`config.mk`:
```
export PLATFORM = sky130hd
export DESIGN_NAME = branch_redirect_ctrl
export DESIGN_NICKNAME = d
export VERILOG_FILES = /design/src/rtl/branch_redirect_ctrl.sv
export SDC_FILE = /design/constraint.sdc
export NUM_CORES = 1
export LEC_CHECK = 0
export ABC_AREA = 0
export BUFFER_PORTS_ARGS = -buffer_cell sky130_fd_sc_hd__buf_2
export CORE_MARGIN = 8
export CORE_UTILIZATION = 40
export DETAILED_ROUTE_END_ITERATION = 6
export GPL_ROUTABILITY_DRIVEN = 0
export PLACE_DENSITY = 0.66
export SLEW_MARGIN = 5
export SYNTH_ARGS = -nofsm -noshare
export SYNTH_HDL_FRONTEND = slang
export SYNTH_SLANG_ARGS = --single-unit
```
`constraint.sdc`:
```
create_clock -name clk -period 12.5 [get_ports clk]
set_clock_uncertainty 0.15 [all_clocks]
set_input_delay 2.5 -clock clk [delete_from_list [all_inputs] [get_ports clk]]
set_output_delay 2.5 -clock clk [all_outputs]
set_load 0.05 [all_outputs]
```
`src/rtl/branch_redirect_ctrl.sv`:
```
`default_nettype none
// ============================================================================
// Module   : branch_redirect_ctrl
// Brief    : BTB-based fetch predictor with EX-stage mispredict redirect/flush.
// Revision : 1.0
// ============================================================================
module branch_redirect_ctrl #(
   parameter int BTB_ENTRIES = 16,
   parameter int IDX_W       = 4
) (
   input  logic        clk,
   input  logic        rst_n,
   input  logic [31:0] if_pc,
   output logic        pred_taken,
   output logic [31:0] pred_target,
   input  logic        ex_valid,
   input  logic [31:0] ex_pc,
   input  logic        ex_is_branch,
   input  logic        ex_is_jump,
   input  logic        ex_branch_taken,
   input  logic [31:0] ex_branch_target,
   input  logic        ex_pred_taken,
   input  logic [31:0] ex_pred_target,
   output logic        ex_hold,
   output logic        redirect_valid,
   output logic [31:0] redirect_pc,
   input  logic        redirect_ready,
   output logic        flush_if_id,
   output logic        flush_id_ex,
   output logic [31:0] mispredict_cnt
);

   localparam int TAG_W = 32 - IDX_W - 2;

   typedef enum logic [0:0] {S_IDLE = 1'b0, S_REDIRECT = 1'b1} state_t;

   state_t                   r_state;
   logic [BTB_ENTRIES-1:0]   r_valid;
   logic [TAG_W-1:0]         r_tag    [BTB_ENTRIES];
   logic [31:0]              r_target [BTB_ENTRIES];
   logic [1:0]               r_ctr    [BTB_ENTRIES];
   logic [31:0]              r_redirect_pc;
   logic [31:0]              r_mispredict_cnt;

   logic [IDX_W-1:0] w_if_idx, w_ex_idx;
   logic [TAG_W-1:0] w_if_tag, w_ex_tag;
   logic             w_if_hit, w_ex_hit;
   logic             w_resolve, w_is_cf, w_actual_taken, w_mispredict;
   logic [31:0]      w_correct_pc;
   logic             w_unused;

   assign w_unused = &{1'b0, if_pc[1:0]};

   // Fetch lookup reads the array before any same-cycle write lands.
   assign w_if_idx    = if_pc[IDX_W+1:2];
   assign w_if_tag    = if_pc[31:IDX_W+2];
   assign w_if_hit    = r_valid[w_if_idx] && (r_tag[w_if_idx] == w_if_tag);
   assign pred_taken  = w_if_hit && r_ctr[w_if_idx][1];
   assign pred_target = pred_taken ? r_target[w_if_idx] : 32'd0;

   assign w_ex_idx       = ex_pc[IDX_W+1:2];
   assign w_ex_tag       = ex_pc[31:IDX_W+2];
   assign w_ex_hit       = r_valid[w_ex_idx] && (r_tag[w_ex_idx] == w_ex_tag);
   assign w_resolve      = (r_state == S_IDLE) && ex_valid;
   assign w_is_cf        = ex_is_branch | ex_is_jump;
   assign w_actual_taken = ex_is_jump | (ex_is_branch & ex_branch_taken);
   assign w_mispredict   = (w_actual_taken != ex_pred_taken) |
                           (w_actual_taken & ex_pred_taken & (ex_branch_target != ex_pred_target));
   assign w_correct_pc   = w_actual_taken ? ex_branch_target : ex_pc + 32'd4;

   // All handshake outputs come straight from the state flop: no path from redirect_ready.
   assign redirect_valid = (r_state == S_REDIRECT);
   assign ex_hold        = (r_state == S_REDIRECT);
   assign flush_if_id    = (r_state == S_REDIRECT);
   assign flush_id_ex    = (r_state == S_REDIRECT);
   assign redirect_pc    = r_redirect_pc;
   assign mispredict_cnt = r_mispredict_cnt;

   always_ff @(posedge clk) begin
      if (!rst_n) begin
         r_state          <= S_IDLE;
         r_valid          <= '0;
         r_redirect_pc    <= 32'd0;
         r_mispredict_cnt <= 32'd0;
      end else begin
         case (r_state)
            S_IDLE: begin
               if (w_resolve) begin
                  if (w_is_cf) begin
                     if (!w_ex_hit && w_actual_taken)
                        r_valid[w_ex_idx] <= 1'b1;
                  end else if (ex_pred_taken && w_ex_hit) begin
                     r_valid[w_ex_idx] <= 1'b0;
                  end
                  if (w_mispredict) begin
                     r_redirect_pc    <= w_correct_pc;
                     r_mispredict_cnt <= r_mispredict_cnt + 32'd1;
                     r_state          <= S_REDIRECT;
                  end
               end
            end
            S_REDIRECT: begin
               if (redirect_ready)
                  r_state <= S_IDLE;
            end
            default: r_state <= S_IDLE;
         endcase
      end
   end

   // Payload arrays need no reset; validity alone gates their use.
   always_ff @(posedge clk) begin
      if (rst_n && w_resolve && w_is_cf) begin
         if (w_ex_hit) begin
            if (w_actual_taken) begin
               r_ctr[w_ex_idx]    <= (r_ctr[w_ex_idx] == 2'b11) ? 2'b11 : r_ctr[w_ex_idx] + 2'd1;
               r_target[w_ex_idx] <= ex_branch_target;
            end else begin
               r_ctr[w_ex_idx]    <= (r_ctr[w_ex_idx] == 2'b00) ? 2'b00 : r_ctr[w_ex_idx] - 2'd1;
            end
         end else if (w_actual_taken) begin
            r_tag[w_ex_idx]    <= w_ex_tag;
            r_target[w_ex_idx] <= ex_branch_target;
            r_ctr[w_ex_idx]    <= ex_is_jump ? 2'b11 : 2'b10;
         end
      end
   end

endmodule
`default_nettype wire

```
; ---- Word level (Yosys, flattened, before mapping)
; Memory sizes are Yosys's and may differ from the RTL's.
; Cells that the tools add are included.
[totals]
regBits = 81
latch_bits = 0
ramBits = 960
rom_bits = 0
out_inout_bits = 101
mem_count = 3
[op_classes]
n_addsub = 4
mul = 0
div = 0
order_cmp = 3
eq_ne = 6
shift = 0
muxes = 32
bitwise = 13
reduce_logical = 14
[memory_table]
columns = memory, words, word_bits, rd, rd_clocked_by_memory_dff, wr, line
row1 = r_target, 16, 32, 1, 0, 1, 40  ; logic [31:0] r_target [BTB_ENTRIES];
row2 = r_tag, 16, 26, 2, 0, 1, 39  ; logic [TAG_W-1:0] r_tag [BTB_ENTRIES];
row3 = r_ctr, 16, 2, 2, 0, 1, 41  ; logic [1:0] r_ctr [BTB_ENTRIES];
[op_table]
columns = cell, count
row1 = $mux W32, 3
row2 = $eq A26 B26 Y1, 2
row3 = $mux W16, 3
row4 = $add A32 B1 Y32 const B, 1
row5 = $add A32 B3 Y32 const B, 1
row6 = $ne A32 B32 Y1, 1
row7 = $mux W1, 18
row8 = $and A16 B16 Y16, 1
row9 = $not A16 Y16, 1
row10 = $or A16 B16 Y16, 1
row11 = $lt A4 B5 Y1 const B, 2
row12 = $logic_and A1 B1 Y1, 9
row13 = $bmux W1 S4, 2
row14 = $mux W2, 4
row15 = $or A1 B1 Y1, 6
row16 = $demux W1 S4, 1
row17 = $ge A4 B1 Y1 const B, 1
row18 = $reduce_and A4 Y1, 1
row19 = $and A1 B1 Y1, 3
row20 = $reduce_and A3 Y1, 1
row21 = $add A2 B1 Y2 const B, 1
row22 = $eq A2 B2 Y1 const B, 1
row23 = $logic_not A2 Y1, 1
row24 = $ne A2 B1 Y1 const B, 1
row25 = other kinds (6), 6

; ---- Depth between registers and ports, before layout
[depth]
ltp_word = 8
ltp_mapped = 15
mapped_depth_nobuf = 9

; ---- Worst setup path before layout
; OpenSTA, ideal clock, no wires.
[synth_path]
path_kind = input port to output port
from = in if_pc[2]
to = out pred_target[10]
arrival_time_ps = 5831
t_required_ps = 9850
path_slack_ps = 4019
cell_stages = 9
path_buffers = 3
path_cell_list = clkbuf_1 buf_1 mux4_2 mux4_2 xor2_1 nor4_1 nand4_1 clkbuf_1 nor2b_1
[synth_via]
elab_chain_cells = 5
[synth_lines]
columns = element, line
row1 = from (decl), 13  ; input logic [31:0] if_pc,
row2 = $mem_v2 Z16 W26 or $bmux W1 S4 (tied branches), n/a
row3 = $eq A26 B26 Y1 or $mux W1 (tied branches), 57  ; assign w_if_hit = r_valid[w_if_idx] && (r_tag[w_if_idx] == w_if_tag);
row4 = $logic_and A1 B1 Y1, 57
row5 = $logic_and A1 B1 Y1, 58  ; assign pred_taken = w_if_hit && r_ctr[w_if_idx][1];
row6 = $mux W32 (*), 59  ; assign pred_target = pred_taken ? r_target[w_if_idx] : 32'd0;
row7 = to (decl), 15  ; output logic [31:0] pred_target,
; Every way passes the cells marked *; elsewhere a longest branch is shown, timed or not. The select of a mux whose other input is x is not followed.

; ---- Worst setup path in the final report
[layout_path]
from = in if_pc[2]
to = out pred_target[31]
; The elaborated chain is that of the path after synthesis.

==> summary.txt <==
WORST SETUP PATH
----------------------------------------------------------------------------------------------------
Cell with the biggest individual delay on the critical path ........................... sky130_fd_sc_hd__buf_8
Maximum single-stage delay on the critical path .......................................      0.63 ns
Family of cells with the greatest summed delay on the critical path ................... buffers and inverters
Crit-path cells ....................................................................... buf_8, buf_4, mux4_2, mux4_2, xor2_1, nor4_1, nand4_1, buf_4, nor2b_1, buf_2
Launching element type of the critical path ...........................................    input pin
Worst endpoint required time ..........................................................      9.85 ns
Critical path depth in cells ..........................................................           10
WP buf/inv ............................................................................            4
CP startpoint .........................................................................     if_pc[2]
R2R depth .............................................................................           12
Arr. time, crit path ..................................................................      6.74 ns
Worst setup path category ............................................................. input pin to output port
Endpoint kind of the worst setup timing path ..........................................  output port
Worst-path maximum fanout .............................................................           83
R2r startpoint ........................................................................ r_tag[7][21]$_DFFE_PP_

PLACE
----------------------------------------------------------------------------------------------------
Final HPWL from detailed placement ....................................................    78,700 um
Number of I/O port buffers ............................................................          234

LOGIC SYNTHESIS
----------------------------------------------------------------------------------------------------
Number of warnings issued by yosys ....................................................            0
Number of cells produced by synthesis .................................................        2,415
Number of synthesized register bits ...................................................        1,041
Number of distinct standard cells referenced by the synthesized netlist ...............           67
Syn Nets ..............................................................................        2,557
Parity-gate share of the synthesized area counting xor and xnor cells .................       0.0262
Register area share after synthesis ...................................................        0.669
Cell area after synthesis .............................................................   0.0455 mm2
Mux share of post-synthesis cell area .................................................        0.216
Simple-gate share of the synthesized area .............................................       0.0424
Area share of fa/ha/maj cells after synthesis .........................................      0.00187
Most used DFF post-synth .............................................................. sky130_fd_sc_hd__edfxtp_1
Share of async-settable or async-resettable flops after synthesis .....................            0
Avg Inst Size Synth ...................................................................     18.8 um2
Dominant combinational cell family by area after synthesis ............................ multiplexers
Synth Area in Compound Gates ..........................................................       0.0264
Number of enable-type register cells in the synthesized netlist .......................          960

CLOCK TREE
----------------------------------------------------------------------------------------------------
Number of CTS-inserted buffers ........................................................          105
Clock latency at the later pin of the worst-skew pair .................................      0.70 ns
CTS tree ..............................................................................        built
Count of hold buffers inserted by post-cts repair .....................................            0
Cell at the root of the clock tree .................................................... sky130_fd_sc_hd__clkbuf_16
Post_cts resized ......................................................................            0
Number of clock sinks .................................................................        1,041
Number of buffers on the longest clock path ...........................................            3
CTS HTree Levels ......................................................................            3
Clock-pin slew reported for the worst setup and hold paths after clock tree synthesis .      0.06 ns
Number of post-CTS setup repair buffers ...............................................            0

DETAILED ROUTING
----------------------------------------------------------------------------------------------------
Met3 layer wire length in the routed design ...........................................    15,500 um
Wire length per cell ..................................................................      30.8 um
Antenna Nets Post-Route ...............................................................            0
Routed wire length ....................................................................   131,000 um
Met2 routed WL ........................................................................    61,500 um
Violation count after the first detailed-route iteration ..............................        3,348
DR vias/cell ..........................................................................         5.99
Detailed-routing iteration count for the pre-antenna-repair pass ......................            6
DR DRC count ..........................................................................            0
Routed length on met1 .................................................................    49,500 um
Via count of the routed design ........................................................        25.5k
Top routing layer in use ..............................................................         met5

STA
----------------------------------------------------------------------------------------------------
Final number of setup-violating endpoints .............................................            0
Minimum clock period after layout .....................................................      9.39 ns
Max transition margin .................................................................        0.237
Highest clock rate ....................................................................    0.106 GHz
Final period utilization ..............................................................        0.752
Sum of negative setup slack ...........................................................         0 ns
Max-slew violation count ..............................................................            0
Unrepaired setup endpoints after global routing .......................................        false
Number of hold violations in the final report .........................................            0
Slew of the pin with the lowest slew margin ...........................................      1.14 ns

RUN
----------------------------------------------------------------------------------------------------
Number of maximum-capacitance violations ..............................................            0

GLOBAL ROUTE
----------------------------------------------------------------------------------------------------
Remaining Overflow, GRT ...............................................................            0
Global-route usage over all layers ....................................................        0.203
Via count of the first global-routing pass ............................................        26.3k
Number of antenna violations at the first check in global routing .....................           18
Wire length of the first global-routing pass ..........................................   186,000 um
Pin count of the biggest net entering global routing ..................................           84

POWER AND IR DROP
----------------------------------------------------------------------------------------------------
Lkg Pwr ...............................................................................      16.8 nW
Worst-case vdd ir drop ................................................................     0.113 mV
Total power divided by cell area ......................................................   145 mW/mm2

MIN PATH
----------------------------------------------------------------------------------------------------
Hold/Removal Path Class ............................................................... register to register
Count of cells along the worst hold path ..............................................            2
Origin of the worst min-delay path .................................................... redirect_pc[26]$_SDFFE_PN0P_

FINAL LAYOUT
----------------------------------------------------------------------------------------------------
# nets final ..........................................................................        2,807
Share of final-layout standard cells stronger than drive strength 1 ...................        0.326
Fraction of the core area covered by cells at the end of the flow .....................        0.462
Area Overhead vs Synth ................................................................        14.3%

DIE
----------------------------------------------------------------------------------------------------
I/O pin count .........................................................................          237
Area of the die .......................................................................    0.125 mm2
Core Rows .............................................................................          123
Initial core utilization ..............................................................        0.404
Die width .............................................................................       353 um
Floorplan die height ..................................................................       353 um
Core footprint ........................................................................    0.113 mm2

STATUS
----------------------------------------------------------------------------------------------------
Run status ............................................................................    completed

-- power by group --
part | internal, mW | switching [mW] | leakage (nW)
clock network | 1.77 | 1.35 | 1.64
logic | 0.222 | 0.370 | 5.87
registers | 3.83 | 0.0165 | 9.29
-- state kept, by name, indices dropped and copies added (netlist names), named ones only --
signal / flops
r_ctr: 32
redirect_pc: 32
mispredict_cnt: 32
r_target: 512
r_tag: 416
ex_hold: 1
-- final timing paths --
| path | endpoint | slack, ns |
|---|---|---|
| min | redirect_pc[26]$_SDFFE_PN0P_ | 0.32 |
| max | pred_target[31] | 3.11 |
| min reg2reg | redirect_pc[26]$_SDFFE_PN0P_ | 0.32 |
| max reg2reg | r_tag[5][6]$_DFFE_PP_ | 7.66 |
-- cell families after synthesis --
kind of cell,after synthesis
flops,1041
simple gates,391
mux,484
xor+xnor,136
buf+inv,175
compound gates,181
fa+ha+maj,7
-- per-stage QoR --
step                hold WS (ns)  instance area [um2]  setup slack, ns  instances  total power [mW]
floorplan                  0.306                45500             4.02       2415              4.28
global placement           0.312                48600             3.00       4058              4.49
detailed placement         0.315                48600             3.02       4058              4.51
CTS                        0.323                52000             3.01       4254              7.59
global route               0.356                52000             2.78       4257              7.76
finish                     0.316                52000             3.11       4260              7.55
-- cell type report --
class,instances,area [um2]
Clock buffer,142,2850
Fill cell,9459,60600
Clock inverter,54,568
Timing Repair Buffer,295,1670
Antenna cell,6,15.0
Multi-Input combinational cell,1199,14500
Sequential cell,1041,30400
Tap cell,1500,1880
Inverter,23,86.3
-- worst min-delay path, cell delays in order (launching register included) --
cell and delay (ns):
sky130_fd_sc_hd__dfxtp_1 0.31, sky130_fd_sc_hd__nand2_1 0.05, sky130_fd_sc_hd__o21ai_0 0.06
-- synthesized netlist by cell type (14+ instances only) --
cell type | count | area share
sky130_fd_sc_hd__mux2i_1 | 84 | 0.018
sky130_fd_sc_hd__a21oi_1 | 52 | 0.0057
sky130_fd_sc_hd__nand2_1 | 107 | 0.0088
sky130_fd_sc_hd__buf_1 | 27 | 0.0022
sky130_fd_sc_hd__nor2b_1 | 38 | 0.0052
sky130_fd_sc_hd__mux4_2 | 398 | 0.20
sky130_fd_sc_hd__buf_2 | 24 | 0.0026
sky130_fd_sc_hd__edfxtp_1 | 960 | 0.63
sky130_fd_sc_hd__inv_1 | 20 | 0.0016
sky130_fd_sc_hd__xor2_1 | 77 | 0.015
sky130_fd_sc_hd__nor2_1 | 118 | 0.0097
sky130_fd_sc_hd__clkbuf_1 | 79 | 0.0065
sky130_fd_sc_hd__nand3_1 | 23 | 0.0025
sky130_fd_sc_hd__dfxtp_1 | 81 | 0.036
sky130_fd_sc_hd__nand4_1 | 31 | 0.0043
sky130_fd_sc_hd__o21ai_0 | 41 | 0.0045
sky130_fd_sc_hd__a22oi_1 | 27 | 0.0045
sky130_fd_sc_hd__nor4_1 | 14 | 0.0019
sky130_fd_sc_hd__xnor2_1 | 59 | 0.011
-- placed cells by master (no fill, tap or decap), types with 7 or more instances in the layout --
cell type                    synthesis  routed
sky130_fd_sc_hd__nand4_1            31      31
sky130_fd_sc_hd__mux4_2            398     398
sky130_fd_sc_hd__mux2i_1            84      83
sky130_fd_sc_hd__bufinv_16           0       8
sky130_fd_sc_hd__nor4_1             14      13
sky130_fd_sc_hd__nand3_1            23      23
sky130_fd_sc_hd__buf_2              24     228
sky130_fd_sc_hd__nor2_1            118      86
sky130_fd_sc_hd__clkinv_1            3      22
sky130_fd_sc_hd__inv_1              20      18
sky130_fd_sc_hd__clkbuf_1           79      31
sky130_fd_sc_hd__and4_1              8       8
sky130_fd_sc_hd__a22o_1             10      10
sky130_fd_sc_hd__xnor2_1            59      59
sky130_fd_sc_hd__clkinv_2            0      11
sky130_fd_sc_hd__clkinvlp_4          0       7
sky130_fd_sc_hd__nand2_1           107     107
sky130_fd_sc_hd__a21oi_1            52      50
sky130_fd_sc_hd__and3_1              7       7
sky130_fd_sc_hd__buf_4              13      62
sky130_fd_sc_hd__nor3_1              9       9
sky130_fd_sc_hd__dfxtp_1            81      81
sky130_fd_sc_hd__clkbuf_16           0     107
sky130_fd_sc_hd__o211ai_1            7       7
sky130_fd_sc_hd__nor2_4             10      42
sky130_fd_sc_hd__nand2b_1           12      12
sky130_fd_sc_hd__edfxtp_1          960     960
sky130_fd_sc_hd__nor2b_1            38      37
sky130_fd_sc_hd__xor2_1             77      77
sky130_fd_sc_hd__a22oi_1            27      27
sky130_fd_sc_hd__o21ai_0            41      41
-- layer usage --
metal	track usage	up-vias
met5	0	-
met4	0.0679	16
met3	0.0672	275
met2	0.323	1471
met1	0.263	13300
li1	-	10400
Power figures use the tool's default switching activity.
